$ cat src/rtl/uart_word_pkg.sv
// Shared definitions for the UART word receiver: byte FSM state encoding
// and the bit-period computation.
package uart_word_pkg;

  typedef enum logic [1:0] {
    ST_IDLE  = 2'd0,
    ST_START = 2'd1,
    ST_DATA  = 2'd2,
    ST_STOP  = 2'd3
  } rx_state_e;

  // Clocks per serial bit; integer division truncates toward zero.
  function automatic int unsigned bit_max(input int unsigned clk_freq,
                                          input int unsigned baud);
    return clk_freq / baud;
  endfunction

endpackage

$ cat src/rtl/uart_byte_rx.sv
// 8N1 byte receiver: 2-flop synchronizer, mid-bit sampling, byte FSM.
// Emits one-cycle byte_valid / frame_err pulses in the mid-stop sample cycle.
module uart_byte_rx
  import uart_word_pkg::*;
#(
  parameter int unsigned CLK_FREQ = 50_000_000,
  parameter int unsigned BAUD     = 115200
) (
  input  logic       clk,
  input  logic       reset_n,
  input  logic       uart_rx,
  output logic [7:0] rx_byte,
  output logic       byte_valid,
  output logic       frame_err
`ifdef UART_WORD_TIMEOUT_EN
  ,
  output logic       idle
`endif
);

  localparam int unsigned BIT_MAX = bit_max(CLK_FREQ, BAUD);
  localparam int unsigned HALF    = BIT_MAX / 2;
  localparam int          CNT_W   = $clog2(BIT_MAX + 1);
  localparam logic [CNT_W-1:0] FULL_LAST = CNT_W'(BIT_MAX - 1);
  localparam logic [CNT_W-1:0] HALF_LAST = CNT_W'(HALF - 1);

  rx_state_e        state, next_state;
  logic             sync_meta, line, line_d;
  logic [CNT_W-1:0] bit_cnt;
  logic [2:0]       bit_idx;
  logic [7:0]       shift;
  logic             bit_tick;

  // START waits half a bit; later states wait a full bit from the previous sample.
  assign bit_tick = (state == ST_START) ? (bit_cnt == HALF_LAST) : (bit_cnt == FULL_LAST);
  assign rx_byte  = shift;
`ifdef UART_WORD_TIMEOUT_EN
  assign idle     = (state == ST_IDLE);
`endif

  always_ff @(posedge clk or negedge reset_n) begin
    if (!reset_n) begin
      sync_meta <= 1'b1;
      line      <= 1'b1;
      line_d    <= 1'b1;
      state     <= ST_IDLE;
      bit_cnt   <= '0;
      bit_idx   <= 3'd0;
      shift     <= 8'd0;
    end else begin
      sync_meta <= uart_rx;
      line      <= sync_meta;
      line_d    <= line;
      state     <= next_state;
      if (state == ST_IDLE || bit_tick) bit_cnt <= '0;
      else                              bit_cnt <= bit_cnt + 1'b1;
      if (state != ST_DATA)             bit_idx <= 3'd0;
      else if (bit_tick)                bit_idx <= bit_idx + 3'd1;
      if (state == ST_DATA && bit_tick) shift <= {line, shift[7:1]};
    end
  end

  always_comb begin
    next_state = state;
    byte_valid = 1'b0;
    frame_err  = 1'b0;
    case (state)
      ST_IDLE:  if (line_d && !line) next_state = ST_START;
      ST_START: if (bit_tick) next_state = line ? ST_IDLE : ST_DATA;
      ST_DATA:  if (bit_tick && bit_idx == 3'd7) next_state = ST_STOP;
      ST_STOP: begin
        // Leaving at mid-stop lets a following start edge be seen without a gap.
        if (bit_tick) begin
          next_state = ST_IDLE;
          if (line) byte_valid = 1'b1;
          else      frame_err  = 1'b1;
        end
      end
      default:  next_state = ST_IDLE;
    endcase
  end

endmodule

$ cat src/rtl/uart_word_rx.sv
// Packs four received bytes MSB-first into a 32-bit word.
// Define UART_WORD_TIMEOUT_EN to drop partial words after TIMEOUT_BITS idle bit times.
module uart_word_rx
  import uart_word_pkg::*;
#(
  parameter int unsigned CLK_FREQ     = 50_000_000,
  parameter int unsigned BAUD         = 115200,
  parameter int unsigned TIMEOUT_BITS = 20
) (
  input  logic        clk,
  input  logic        reset_n,
  input  logic        uart_rx,
  output logic        rx_done_computer,
  output logic [31:0] rx_data_computer,
  output logic        frame_err
);

  logic [7:0]  rx_byte;
  logic        byte_valid, byte_ferr, timeout;
  logic [1:0]  byte_idx;
  logic [31:0] word, next_word;

  assign next_word = {word[23:0], rx_byte};

`ifdef UART_WORD_TIMEOUT_EN
  localparam int unsigned BIT_MAX = bit_max(CLK_FREQ, BAUD);
  localparam logic [31:0] TIMEOUT_LAST = 32'(TIMEOUT_BITS * BIT_MAX - 1);
  logic        idle;
  logic [31:0] to_cnt;

  uart_byte_rx #(.CLK_FREQ(CLK_FREQ), .BAUD(BAUD)) u_byte_rx (
    .clk(clk), .reset_n(reset_n), .uart_rx(uart_rx), .rx_byte(rx_byte),
    .byte_valid(byte_valid), .frame_err(byte_ferr), .idle(idle)
  );

  // Counts idle clocks only while a partial word is pending.
  always_ff @(posedge clk or negedge reset_n) begin
    if (!reset_n)                          to_cnt <= 32'd0;
    else if (!idle || byte_idx == 2'd0)    to_cnt <= 32'd0;
    else if (to_cnt != TIMEOUT_LAST)       to_cnt <= to_cnt + 32'd1;
  end
  assign timeout = idle && (byte_idx != 2'd0) && (to_cnt == TIMEOUT_LAST);
`else
  uart_byte_rx #(.CLK_FREQ(CLK_FREQ), .BAUD(BAUD)) u_byte_rx (
    .clk(clk), .reset_n(reset_n), .uart_rx(uart_rx), .rx_byte(rx_byte),
    .byte_valid(byte_valid), .frame_err(byte_ferr)
  );
  assign timeout = 1'b0;
`endif

  always_ff @(posedge clk or negedge reset_n) begin
    if (!reset_n) begin
      byte_idx         <= 2'd0;
      word             <= 32'd0;
      rx_data_computer <= 32'd0;
      rx_done_computer <= 1'b0;
      frame_err        <= 1'b0;
    end else begin
      rx_done_computer <= 1'b0;
      frame_err        <= byte_ferr;
      if (byte_ferr || timeout) begin
        byte_idx <= 2'd0;
        word     <= 32'd0;
      end else if (byte_valid) begin
        word     <= next_word;
        byte_idx <= byte_idx + 2'd1;
        if (byte_idx == 2'd3) begin
          rx_data_computer <= next_word;
          rx_done_computer <= 1'b1;
        end
      end
    end
  end

endmodule

$ cat config.mk
export PLATFORM = sky130hd
export DESIGN_NAME = uart_word_rx
export DESIGN_NICKNAME = d
export VERILOG_FILES = /design/src/rtl/uart_word_pkg.sv /design/src/rtl/uart_byte_rx.sv /design/src/rtl/uart_word_rx.sv
export SDC_FILE = /design/constraint.sdc
export NUM_CORES = 1
export LEC_CHECK = 0
export BUFFER_PORTS_ARGS = -buffer_cell sky130_fd_sc_hd__buf_4
export CORE_MARGIN = 5
export CORE_UTILIZATION = 40
export CTS_BUF_LIST = sky130_fd_sc_hd__clkbuf_8 sky130_fd_sc_hd__clkbuf_16
export DETAILED_ROUTE_END_ITERATION = 10
export PLACE_DENSITY_LB_ADDON = 0.08
export SETUP_SLACK_MARGIN = 0.02
export SYNTH_ARGS = -nofsm -noshare
export SYNTH_HDL_FRONTEND = slang
export SYNTH_HIERARCHICAL = 1
export SYNTH_SLANG_ARGS = --single-unit
$ cat constraint.sdc
create_clock -name clk -period 4.2 [get_ports clk]
set_input_delay 0.42 -clock clk [delete_from_list [all_inputs] [get_ports clk]]
set_output_delay 0.42 -clock clk [all_outputs]
set_load 0.01 [all_outputs]
==> metrics.yaml <==
clocking:
  cts_tree: "built"
  numCtsBuffers: 9
  total_number_of_h_tree_levels: 3
  holdBufCountCts: 0
  clock-root-buffer: "sky130_fd_sc_hd__clkbuf_8"
  cts.sinks: 85
  clock_slew_seen_by_the_registers_of_the_worst_setup_and_hold_paths_ps: 100
  post_cts_resized: 0
  post-cts-setup-buffer-count: 0
  clock_insertion_delay_worst_skew_ps: 350
  clk_path_buf_depth: 2
place:
  gp_routability_congestion: 0.728
  port-buffer-count: 36
  dpl.hpwl_mm: 3.91
  dpl_worst_slack_ps: 1190
logic_synthesis:
  number_of_flops_mapped_to_enable_cells_by_yosys: 0
  syn_inst: 252
  post-synth-top-area-cell: "sky130_fd_sc_hd__dfrtp_1"
  most_numerous_cell_types_in_the_synthesized_netlist: "sky130_fd_sc_hd__dfrtp_1 (82), sky130_fd_sc_hd__nor2_1 (31), sky130_fd_sc_hd__mux2_4 (29), sky130_fd_sc_hd__mux2i_1 (28), sky130_fd_sc_hd__mux2_2 (12)"
  syn-cell-area_um2: 3590
  synth-warning-count: 6
  syn_area_per_cell_um2: 14.3
  synth_top_cells_by_area: "sky130_fd_sc_hd__dfrtp_1 (57%), sky130_fd_sc_hd__mux2_4 (12%), sky130_fd_sc_hd__mux2i_1 (7.8%)"
  synth_async_sr_flop_share: 1.00
  synth.distinct_cells: 32
  synth-seq-area-share: 0.593
  synthMostInstantiatedCell: "sky130_fd_sc_hd__dfrtp_1"
  yosys.area.top_type_share: 0.571
  synth_seq_cells: 85
  synth.net_count: 259
  dominantRegCellSynth: "sky130_fd_sc_hd__dfrtp_1"
global_routing:
  first_global_vias: 2030
  grt_pass1_wl_mm: 10.6
  antenna_found_initial: 0
  grt_overflow_total: 0
  grt_start_max_net_pins: 86
  grt.total_usage: 0.118
worst_setup_path:
  worst_reg_to_reg_setup_slack_ps: 1220
  crit_type: "register to register"
  worst_setup_path_start_kind: "register"
  endpoint_kind: "register"
  critical_path_required_ps: 4440
  critical_path.max_fanout: 33
  critical_path_arrival_ps: 3220
timing:
  fin_crit_sh: 0.710
  finalWorstPathRequiredPeriod_ps: 2980
  report.final.hold_viol_count: 0
  fin_ws_ps: 1220
  fmaxAchievable_mhz: 335
  setup_tns_ps: 0
  setup_viol: 0
  rsz0062_at_grt: "no"
  tightest_slew_ps: 1050
  skew_ps: 15.5
  slew_headroom: 0.300
  finalMaxSlewViolations: 0
finish:
  finish.utilization: 0.477
  area_growth_pct: 15.6
  num-fill-cells: 783
  drive_gt1_frac: 0.353
  design.final.nets: 297
  insertedDiodeCount: 0
hold_path:
  hold_path.startpoint: "uart_rx"
  worst_hold_path_type: "input port to register"
power_and_ir_drop:
  comb_power_share: 0.058
  power.ir.vdd_worst_uv: 173
  power.internal_w: 0.00125
  seq_power_share: 0.539
  power_switching_w: 0.000416
  power.share.clock: 0.403
  total_leakage_power_nw: 2.13
  net_switching_fraction_of_the_power: 0.249
  power_density_nw_per_um2: 401
drt:
  num_vias: 1952
  route.detailed.wl_per_inst_um: 15.4
  route.detailed.vias_per_inst: 4.84
  initial_detailed_routing_violation_count: 46
  totalWireLength_mm: 6.19
  drt.antenna.violating_nets: 0
  drt_pre_antenna_iters: 4
  remaining_drc_errors: 0
die:
  dieHeight_um: 105
  die-width_um: 105
  placement_rows: 34
  dieArea_um2: 11000
  initial_core_util: 0.412
  io_pins: 37
  core-area_um2: 8720
job:
  max_cap_viol_count: 0
run_status:
  outcome: "completed"
cell type report:
type                       count  area [um2]  area share
clock buffer                   9         124      0.0298
clock inverter                 7         111      0.0268
inverter                       1        3.75    0.000903
multi-input combinational    155        1370       0.329
sequential                    85        2130       0.513
tap                          108         135      0.0325
timing repair buffer          38         285      0.0686
stage by stage:
| stage | area (um2) | instances | total power, W | hold WS (ps) |
|---|---|---|---|---|
| global placement | 3920 | 387 | 0.00101 | 347 |
| global route | 4160 | 403 | 0.00174 | 170 |
| floorplan | 3590 | 252 | 0.000975 | 124 |
| detailed placement | 3920 | 387 | 0.00101 | 347 |
| finish | 4160 | 403 | 0.00167 | 189 |
| CTS | 4160 | 403 | 0.00169 | 169 |
path summary, 6_finish.rpt:
check	endpoint	cells after the start
max	rx_data_computer[17]$_DFFE_PN0P_	7
min	u_byte_rx/sync_meta$_DFF_PN1_	1
max reg2reg	rx_data_computer[17]$_DFFE_PN0P_	7
min reg2reg	u_byte_rx/line$_DFF_PN1_	0
max in group asynchronous	async pin	1
min in group asynchronous	rx_data_computer[29]$_DFFE_PN0P_	1
worst max-delay path: stages (launching register included):
cell and delay [ps]:
sky130_fd_sc_hd__dfrtp_1 460, sky130_fd_sc_hd__nand2b_4 170, sky130_fd_sc_hd__or4_4 530, sky130_fd_sc_hd__a21oi_2 230, sky130_fd_sc_hd__and3b_1 180, sky130_fd_sc_hd__buf_4 290
sky130_fd_sc_hd__nand3b_4 620, sky130_fd_sc_hd__mux2_2 400
per-layer routing:
| metal | routed length [um] | global-route usage |
|---|---|---|
| met3 | 227 | 0.0271 |
| met4 | 85 | 0.0466 |
| met2 | 2710 | 0.171 |
| met5 | 0 | 0 |
| met1 | 3170 | 0.171 |
power groups by stage:
stage	combinational, W	sequential [W]	clock (W)
6_report	0.0000971	0.000899	0.000671
5_1_grt	0.000112	0.000906	0.000726
4_1_cts	0.0000997	0.000897	0.000692
3_5_place_dp	0.000101	0.000912	0
3_3_place_gp	0.0000985	0.000913	0
2_1_floorplan	0.0000728	0.000902	0
logic make-up after synthesis:
kind of cell	after synthesis	synth area share
DFF	85	0.593
muxes	69	0.237
and+or+nand+nor	69	0.0964
buffers and inverters	12	0.0271
xor gates and xnor gates	8	0.0195
AOI/OAI and AO/OA	5	0.0136
adders and majority gates	4	0.0139
state kept, by name, summed over array words and instances, names as in the netlist, named ones only:
name	flops
rx_data_computer	32
word	24
u_byte_rx/bit_cnt	9
u_byte_rx/rx_byte	8
u_byte_rx/bit_idx	3
byte_idx	2
frame_err	1
rx_done_computer	1
u_byte_rx/line	1
u_byte_rx/line_d	1
u_byte_rx/state	1
u_byte_rx/sync_meta	1
cell usage in the layout (no fill, tap or decap), drive strengths merged, types with 3 or more instances in the layout:
cell type  synthesis  final
buf                9     38
nor3              10     10
dfrtp             82     82
nor2              31     31
mux2i             28     28
nand2             11     11
ha                 4      4
xnor2              6      6
dfstp              3      3
mux2              41     41
a21oi              3      3
clkbuf             2      9
nor3b              3      3
inv                1      6
nand3              4      4
(Power assumes the default switching activity.)
